==> src/rtl/digit_sprite_renderer_pkg.sv <==
`default_nettype none
// ============================================================================
//  Module      : digit_sprite_renderer_pkg
//  Description : Shared constants and types for the digit sprite renderer:
//                sprite geometry, transparent colour key, coordinate and ROM
//                address widths, screen size, and the position-latch states.
//  Revision    : 1.0  initial release
// ============================================================================
package digit_sprite_renderer_pkg;

    localparam int          SPRITE_W_DEF    = 20;
    localparam int          SPRITE_H_DEF    = 20;
    localparam logic [7:0]  TRANSPARENT_DEF = 8'h00;

    localparam int          COORD_W         = 10;
    localparam int          ADDR_W          = 10;
    localparam int          PIX_W           = 8;

    localparam int          SCREEN_W        = 640;
    localparam int          SCREEN_H        = 480;

    typedef enum logic [0:0] {
        POS_IDLE    = 1'b0,
        POS_PENDING = 1'b1
    } pos_state_t;

endpackage : digit_sprite_renderer_pkg
`default_nettype wire

==> src/rtl/digit_sprite_renderer_sprite_pos_latch.sv <==
`default_nettype none
// ============================================================================
//  Module      : sprite_pos_latch
//  Description : Load/ack handshake for the sprite position. A load captures
//                the requested position into a pending register and is
//                acknowledged one cycle later. The pending position becomes
//                live only on a frame-start pulse, so the sprite never tears.
//  Ports       : clk, rst          - clock, synchronous active-high reset
//                frame_start       - one-cycle pulse at first pixel of frame
//                pos_load/x/y      - position request and its coordinates
//                pos_ack           - one-cycle acknowledge of pos_load
//                eff_x/eff_y       - position to use for the current pixel
//  Revision    : 1.0  initial release
// ============================================================================
module sprite_pos_latch
    import digit_sprite_renderer_pkg::*;
#(
    parameter logic [COORD_W-1:0] INIT_X = 10'd310,
    parameter logic [COORD_W-1:0] INIT_Y = 10'd230
) (
    input  logic               clk,
    input  logic               rst,
    input  logic               frame_start,
    input  logic               pos_load,
    input  logic [COORD_W-1:0] pos_x,
    input  logic [COORD_W-1:0] pos_y,
    output logic               pos_ack,
    output logic [COORD_W-1:0] eff_x,
    output logic [COORD_W-1:0] eff_y
);

    pos_state_t         state;
    pos_state_t         next_state;
    logic               apply;
    logic [COORD_W-1:0] cur_x;
    logic [COORD_W-1:0] cur_y;
    logic [COORD_W-1:0] pend_x;
    logic [COORD_W-1:0] pend_y;

    // A load in the same cycle as the apply keeps the latch pending: the
    // older request goes live now, the newer one waits for the next frame.
    always_comb begin
        next_state = state;
        apply      = 1'b0;
        if ((state == POS_PENDING) && frame_start) begin
            apply      = 1'b1;
            next_state = POS_IDLE;
        end
        if (pos_load) begin
            next_state = POS_PENDING;
        end
    end

    // Bypass so the pixel presented with frame_start already uses the new
    // position; otherwise the first pixel of the frame would be stale.
    assign eff_x = apply ? pend_x : cur_x;
    assign eff_y = apply ? pend_y : cur_y;

    always_ff @(posedge clk) begin
        if (rst) begin
            state   <= POS_IDLE;
            cur_x   <= INIT_X;
            cur_y   <= INIT_Y;
            pend_x  <= '0;
            pend_y  <= '0;
            pos_ack <= 1'b0;
        end else begin
            state   <= next_state;
            pos_ack <= pos_load;
            if (apply) begin
                cur_x <= pend_x;
                cur_y <= pend_y;
            end
            if (pos_load) begin
                pend_x <= pos_x;
                pend_y <= pos_y;
            end
        end
    end

endmodule : sprite_pos_latch
`default_nettype wire

==> src/rtl/digit_sprite_renderer.sv <==
`default_nettype none
// ============================================================================
//  Module      : digit_sprite_renderer
//  Description : Converts the raster coordinate into a 20x20 sprite ROM
//                address, absorbs the ROM's one-cycle read latency and
//                delivers a colour-keyed pixel with a valid flag.
//  Ports       : i_clk2, i_rst           - pixel clock, sync active-high reset
//                i_x, i_y, i_active      - raster coordinate and visibility
//                i_frame_start           - first pixel of frame pulse
//                i_pos_load/x/y, o_pos_ack - sprite move handshake
//                o_numberaddr, i_numberdata - sprite ROM address / read data
//                o_pixel, o_pixel_valid  - masked pixel output (latency 2)
//  Revision    : 1.0  initial release
// ============================================================================
module digit_sprite_renderer
    import digit_sprite_renderer_pkg::*;
#(
    parameter int                 SPRITE_W    = SPRITE_W_DEF,
    parameter int                 SPRITE_H    = SPRITE_H_DEF,
    parameter logic [PIX_W-1:0]   TRANSPARENT = TRANSPARENT_DEF,
    parameter logic [COORD_W-1:0] INIT_X      = 10'd310,
    parameter logic [COORD_W-1:0] INIT_Y      = 10'd230
) (
    input  logic               i_clk2,
    input  logic               i_rst,
    input  logic [COORD_W-1:0] i_x,
    input  logic [COORD_W-1:0] i_y,
    input  logic               i_active,
    input  logic               i_frame_start,
    input  logic               i_pos_load,
    input  logic [COORD_W-1:0] i_pos_x,
    input  logic [COORD_W-1:0] i_pos_y,
    output logic               o_pos_ack,
    output logic [ADDR_W-1:0]  o_numberaddr,
    input  logic [PIX_W-1:0]   i_numberdata,
    output logic [PIX_W-1:0]   o_pixel,
    output logic               o_pixel_valid
);

    logic [COORD_W-1:0] eff_x;
    logic [COORD_W-1:0] eff_y;
    logic [COORD_W:0]   x_ext;
    logic [COORD_W:0]   y_ext;
    logic [COORD_W:0]   left_ext;
    logic [COORD_W:0]   top_ext;
    logic               in_box;
    logic [COORD_W-1:0] col;
    logic [COORD_W-1:0] row;
    logic [ADDR_W-1:0]  addr_next;
    logic               in_box_d1;
    logic               in_box_d2;

    sprite_pos_latch #(
        .INIT_X (INIT_X),
        .INIT_Y (INIT_Y)
    ) u_pos_latch (
        .clk         (i_clk2),
        .rst         (i_rst),
        .frame_start (i_frame_start),
        .pos_load    (i_pos_load),
        .pos_x       (i_pos_x),
        .pos_y       (i_pos_y),
        .pos_ack     (o_pos_ack),
        .eff_x       (eff_x),
        .eff_y       (eff_y)
    );

    // Box edges are compared one bit wider so a sprite near the right or
    // bottom edge cannot wrap its far edge back past zero.
    assign x_ext    = {1'b0, i_x};
    assign y_ext    = {1'b0, i_y};
    assign left_ext = {1'b0, eff_x};
    assign top_ext  = {1'b0, eff_y};

    assign in_box = i_active
                  && (x_ext >= left_ext) && (x_ext < left_ext + 11'(SPRITE_W))
                  && (y_ext >= top_ext)  && (y_ext < top_ext  + 11'(SPRITE_H));

    assign col = i_x - eff_x;
    assign row = i_y - eff_y;

    // Constant multiply by the sprite width; for 20 this reduces to
    // (row<<4)+(row<<2). Only meaningful inside the box, so gate to 0.
    assign addr_next = in_box ? (row * 10'(SPRITE_W) + col) : '0;

    always_ff @(posedge i_clk2) begin
        if (i_rst) begin
            o_numberaddr <= '0;
            in_box_d1    <= 1'b0;
            in_box_d2    <= 1'b0;
        end else begin
            o_numberaddr <= addr_next;
            in_box_d1    <= in_box;
            in_box_d2    <= in_box_d1;
        end
    end

    // The ROM registers the address issued in stage 1, so its data and
    // in_box_d2 are both register outputs aligned in stage 2; the key/mask
    // is applied directly to them to keep total latency at two cycles.
    assign o_pixel_valid = in_box_d2 && (i_numberdata != TRANSPARENT);
    assign o_pixel       = o_pixel_valid ? i_numberdata : '0;

endmodule : digit_sprite_renderer
`default_nettype wire

==> config.mk <==
export PLATFORM = sky130hd
export DESIGN_NAME = digit_sprite_renderer
export DESIGN_NICKNAME = d
export VERILOG_FILES = /design/src/rtl/digit_sprite_renderer_pkg.sv /design/src/rtl/digit_sprite_renderer_sprite_pos_latch.sv /design/src/rtl/digit_sprite_renderer.sv
export SDC_FILE = /design/constraint.sdc
export NUM_CORES = 1
export LEC_CHECK = 0
export ABC_CLOCK_PERIOD_IN_PS = 5500
export BUFFER_PORTS_ARGS = -buffer_cell sky130_fd_sc_hd__buf_4
export CORE_ASPECT_RATIO = 1.2
export CORE_MARGIN = 10
export CORE_UTILIZATION = 55
export CTS_CLUSTER_DIAMETER = 150
export CTS_CLUSTER_SIZE = 10
export DETAILED_ROUTE_END_ITERATION = 6
export MAX_ROUTING_LAYER = met4
export PLACE_DENSITY = 0.84
export SETUP_SLACK_MARGIN = 0.2
export SYNTH_ARGS = -nofsm -noshare
export SYNTH_HDL_FRONTEND = slang
export SYNTH_HIERARCHICAL = 1
export SYNTH_SLANG_ARGS = --single-unit
==> constraint.sdc <==
create_clock -name i_clk2 -period 5.5 [get_ports i_clk2]
set_input_delay 0.55 -clock i_clk2 [delete_from_list [all_inputs] [get_ports i_clk2]]
set_output_delay 0.55 -clock i_clk2 [all_outputs]
set_load 0.02 [all_outputs]
# --- After elaboration in Yosys (flattened, before gate mapping) ---
# Cells that the tools add are included.
word_totals:
  ff_bits: 54
  input_bits: 53
  output_inout_bits: 20
classes:
  addsub: 5
  n_mul: 1
  magnitude_cmp: 4
  mux: 6
  bitwise_logic: 1
  reduce_logical: 9
ops:
  columns: ["op", "count"]
  rows:
  - ["$add A10 B5 Y11 const B", 2]
  - ["$lt A10 B11 Y1", 2]
  - ["$ge A10 B10 Y1", 2]
  - ["$mux W10", 2]
  - ["$sub A10 B10 Y10", 2]
  - ["$add A10 B10 Y10", 1]
  - ["$mul A10 B3 Y8 const B", 1]
  - ["$mux W8", 1]
  - ["$reduce_bool A8 Y1", 1]
  - ["$logic_and A1 B1 Y1", 6]
  - ["$mux W1", 3]
  - ["$reduce_bool A2 Y1", 1]
  - ["$reduce_or A2 Y1", 1]
  - ["$not A1 Y1", 1]

# --- Depth between registers and ports, before layout ---
logic_depth:
  word_depth: 10
  mapped_depth: 24
  depth_no_buf: 22

# --- Hierarchy ---
# Netlist, hierarchy kept.
modules_own_cells:
  columns: ["module", "n_inst", "cells_per_inst", "area_each_um2"]
  rows:
  - ["digit_sprite_renderer", 1, 287, 2367.3]
  - ["sprite_pos_latch", 1, 173, 1754.2]

# --- Worst setup path before layout ---
# OpenSTA, ideal clock, no wires.
synth_path:
  path_kind: "input to register"
  startpoint: "in i_frame_start"
  endpoint: "reg o_numberaddr[9]"
  t_arrival_ns: 4.740
  required_time_ns: 5.377
  path_slack_ns: 0.636
  stages: 21
  cell_sequence: "buf_2 a21bo_2 nand2_1 ha_1 inv_1 fa_1 nand3_1 nand2_1 xor2_1 and2_1 or2_2 fa_1 xor2_1 fa_1 inv_1 ha_1 or2_2 a21oi_1 a21oi_1 and2_1 mux2_1"
synth_rtl:
  columns: ["element", "line", "text"]
  rows:
  - ["start, declared", "digit_sprite_renderer.sv:29", "input logic i_frame_start,"]
  - ["$logic_and A1 B1 Y1 *", "digit_sprite_renderer_sprite_pos_latch.sv:45", "if ((state == POS_PENDING) && frame_start) begin"]
  - ["$mux W1 *", "digit_sprite_renderer_sprite_pos_latch.sv:45", null]
  - ["$mux W10 *", null, null]
  - ["net eff_y[0]", "digit_sprite_renderer.sv:41", "logic [COORD_W-1:0] eff_y;"]
  - ["parallel branches: the longest is 5 deep, another holds $sub A10 B10 Y10", null, null]
  - ["end signal, assigned", "digit_sprite_renderer.sv:92", "o_numberaddr <= addr_next;"]
  - ["end, declared", "digit_sprite_renderer.sv:34", "output logic [ADDR_W-1:0] o_numberaddr,"]
# Mark *: on every way through the listed nets, which the timed path passes.
# A chain may end at the register's enable or synchronous reset.

# --- Worst setup path after layout ---
layout_path:
  startpoint: "reg u_pos_latch.state"
  endpoint: "reg o_numberaddr[9]"
layout_rtl:
  columns: ["element", "line", "text"]
  rows:
  - ["start, declared", "digit_sprite_renderer_sprite_pos_latch.sv:32", "pos_state_t state;"]
  - ["start signal, assigned", "digit_sprite_renderer_sprite_pos_latch.sv:68", "state <= next_state;"]
  - ["$logic_and A1 B1 Y1 *", "digit_sprite_renderer_sprite_pos_latch.sv:45", null]
  - ["$mux W1 *", "digit_sprite_renderer_sprite_pos_latch.sv:45", null]
  - ["$mux W10 *", null, null]
  - ["net eff_y[0]", "digit_sprite_renderer.sv:41", null]
  - ["parallel branches: the longest is 5 deep, another holds $sub A10 B10 Y10", null, null]
# Marked as above.

==> impl_metrics.py <==
metrics = {
    "global_routing": {
        "grt_pass1_wl_um": 16500,
        "antenna_found_initial": 0,
        "grtUsageTotal": 0.176,
        "grt_max_degree": 46,
        "grt_pass1_vias": 3544,
        "overflow": 0,
    },
    "cts": {
        "clockBufferDepth": 2,
        "root_buffer": "clkbuf_8",
        "cts_setup_buffers": 0,
        "htreeDepth": 2,
        "numCtsBuffers": 5,
        "cts_tree": "done",
        "cts.sinks": 54,
        "clock_latency_ns": 0.31,
        "holdBufCountCts": 0,
        "clk_pin_slew_ns": 0.10,
    },
    "placement": {
        "place_congestion": 0.909,
        "dp_hpwl_um": 8100,
        "placed_area_um2": 4690,
        "dp.cells": 609,
        "io_buffers": 72,
        "post-place-ws_ns": 0.258,
    },
    "setup_path": {
        "arrival_ns": 5.26,
        "worst_setup_path_end_kind": "register",
        "cp_max_fo": 21,
        "worstPathRequired_ns": 5.71,
        "cp-start-kind": "register",
        "path_class": "register to register",
    },
    "synth": {
        "netlist_instances": 460,
        "synth.cell_area_um2": 4120,
        "netlist.top_cell.by_area": "dfxtp_1",
        "synth.area.top_cells": "dfxtp_1, ha_1, fa_1",
        "synth-main-ff-cell": "dfxtp_1",
        "synth.distinct_cells": 46,
        "ys_warn_count": 6,
        "synthArstFlopShare": 0,
        "synth_seq_cells": 54,
        "yosysSeqAreaShare": 0.262,
        "syn_avg_cell_area_um2": 8.96,
        "yosysTopAreaCellShare": 0.262,
        "syn_nets": 577,
        "synth_edf_count": 0,
    },
    "timing": {
        "maxSlewHeadroom": 0.565,
        "fin_skew_ns": 0.00835,
        "setup_viol": 0,
        "maxSlewViolCount": 0,
        "setup_tns_ns": 0,
        "period_needed_ns": 5.05,
        "hold_ws_ns": 0.461,
        "layout_setup_ws_ns": 0.447,
        "max_freq_mhz": 198,
        "rsz0062_at_grt": "false",
        "hold_violations": 0,
        "post-route-period-util": 0.919,
        "worstMarginPinSlew_ns": 0.636,
    },
    "power_and_ir_drop": {
        "vdd_drop_max_uv": 197,
        "switching_share": 0.385,
        "finalPower_mw": 1.35,
        "leakage_nw": 2.41,
        "p_int_uw": 828,
        "switchingPower_uw": 517,
        "power.share.sequential": 0.312,
        "powerDensity_nw_per_um2": 280,
        "pwr-share-clk": 0.173,
        "comb_power_share": 0.515,
    },
    "routing": {
        "drt_iter0_drc": 167,
        "avgRoutedWirePerCell_um": 15.8,
        "vias": 3450,
        "remaining_drc_errors": 0,
        "dr.pass1.iters": 5,
        "routed_via_density": 5.59,
        "drt-total-wl_um": 9760,
        "ant_nets": 0,
    },
    "layout": {
        "stdcell_area_um2": 4800,
        "area_growth_pct": 16.4,
        "final_nets": 643,
        "antenna_cells": 0,
        "fillers": 601,
        "final_cells": 617,
        "fin_util": 0.659,
        "drive_gt1_frac": 0.213,
    },
    "floorplanning": {
        "dieArea_um2": 11400,
        "dieHeight_um": 115,
        "start_util": 0.567,
        "num_io_pins": 73,
        "fp-row-count": 34,
        "die_width_um": 99.0,
        "fp.coreArea_um2": 7270,
    },
    "job": {
        "maxCapViolations": 0,
    },
    "worst_hold_path": {
        "min_path_type": "register to register",
    },
    "outcome": {
        "status": "finished clean",
    },
}
[registers in the layout, summed over array words and instances (netlist names)]
register,count
u_pos_latch/cur_x,10
u_pos_latch/pend_x,10
in_box_d2,1
u_pos_latch/pos_ack,1
u_pos_latch/state,1
o_numberaddr,10
in_box_d1,1
u_pos_latch/pend_y,10
u_pos_latch/cur_y,10
[cells by family (layout without fill, tap and decap cells)]
group / after synthesis / count (layout) / share of synthesized area
compound gates: 101 / 101 / 0.171
xor+xnor: 31 / 31 / 0.0659
fa+ha+maj: 64 / 64 / 0.214
buf+inv: 66 / 133 / 0.0735
flops: 54 / 54 / 0.262
mux: 22 / 22 / 0.0537
simple gates: 122 / 122 / 0.160
[worst max-delay path: stages, from the launching register on]
cell     delay (ns)
dfxtp_4        0.41
buf_6          0.19
a21bo_2        0.21
nand2_1        0.07
ha_1           0.15
inv_1          0.05
fa_1           0.42
nand3_1        0.11
nand2_1        0.13
xor2_1         0.19
and2_1         0.19
or2_2          0.32
inv_1          0.07
ha_1           0.22
a21o_1         0.20
a21oi_2        0.19
xor2_1         0.11
fa_1           0.39
xor2_1         0.18
xnor2_1        0.27
xnor2_1        0.18
xnor2_1        0.15
xor2_1         0.20
mux2_1         0.34
[power by group through the flow]
| stage | clock network, mW | registers [mW] | logic [mW] |
|---|---|---|---|
| after floorplan | 0 | 0.426 | 0.525 |
| after global placement | 0 | 0.427 | 0.645 |
| after detailed placement | 0 | 0.428 | 0.685 |
| after CTS | 0.239 | 0.419 | 0.688 |
| after global routing | 0.254 | 0.421 | 0.781 |
| final | 0.233 | 0.419 | 0.693 |
[repair_timing]
action | 4_1_cts | 5_1_grt
endpoints found under the setup margin | 0 | 2
resized for setup | 0 | 5
hold endpoints to repair | 0 | 0
[cell usage after synthesis (all sizes together), types with 2 or more instances]
cell type and n:
a211o 10, a211oi 2, a21bo 10, a21o 18, a21oi 31, and2 11
and3 11, buf 13, clkbuf 4, dfxtp 54, fa 11, ha 53
inv 48, mux2i 21, nand2 17, nand2b 4, nand3 15, nand4 3
nor2 37, nor2b 8, nor3 5, nor4 5, o2111ai 3, o211ai 3
o21a 3, o21ai 12, o221ai 2, or2 3, or3 2, xnor2 18
xor2 13
[final timing paths]
| check | slack [ns] | startpoint | end | cells after the start |
|---|---|---|---|---|
| worst min-delay path | 0.46 | in_box_d1 | in_box_d2 | 1 |
| worst min register to register | 0.46 | in_box_d1 | in_box_d2 | 1 |
| worst max register to register | 0.45 | u_pos_latch/state | o_numberaddr[9] | 23 |
| worst max-delay path | 0.45 | u_pos_latch/state | o_numberaddr[9] | 23 |
[placed cells by master (no fill, tap or decap), types with 4 or more instances in the layout]
master,Yosys,routed
xnor2_1,18,18
o21ai_0,9,9
a21oi_1,31,29
xor2_1,13,13
ha_1,53,53
nand3_2,10,10
clkbuf_8,0,5
mux2i_1,21,21
nor4_1,5,5
nor3_1,5,5
nand2_1,17,17
nor2_1,37,37
nand2b_1,4,4
fa_1,11,11
and3_1,11,11
a21o_1,18,18
dfxtp_1,54,53
and2_1,11,11
nor2b_1,8,8
inv_1,48,48
buf_4,3,75
nand3_1,5,5
a211o_1,10,10
a21bo_2,10,10
[layout make-up]
| type | count | area, µm² | area share |
|---|---|---|---|
| multi-input cells | 340 | 2750 | 0.572 |
| repair buffers | 76 | 574 | 0.120 |
| clock buffers | 5 | 68.8 | 0.0143 |
| flip-flops and latches | 54 | 1080 | 0.226 |
| well taps | 90 | 113 | 0.0235 |
| inverters | 49 | 189 | 0.0394 |
| clock inverters | 3 | 22.5 | 0.00469 |
[layer usage]
layer,vias up,part of all wire,GRT usage
met1,1609,0.43,0.202
met2,99,0.51,0.307
li1,1726,-,-
met4,0,0.018,0.0440
met5,-,0,-
met3,16,0.046,0.0330
No activity file was read; power rests on OpenSTA's default activity.
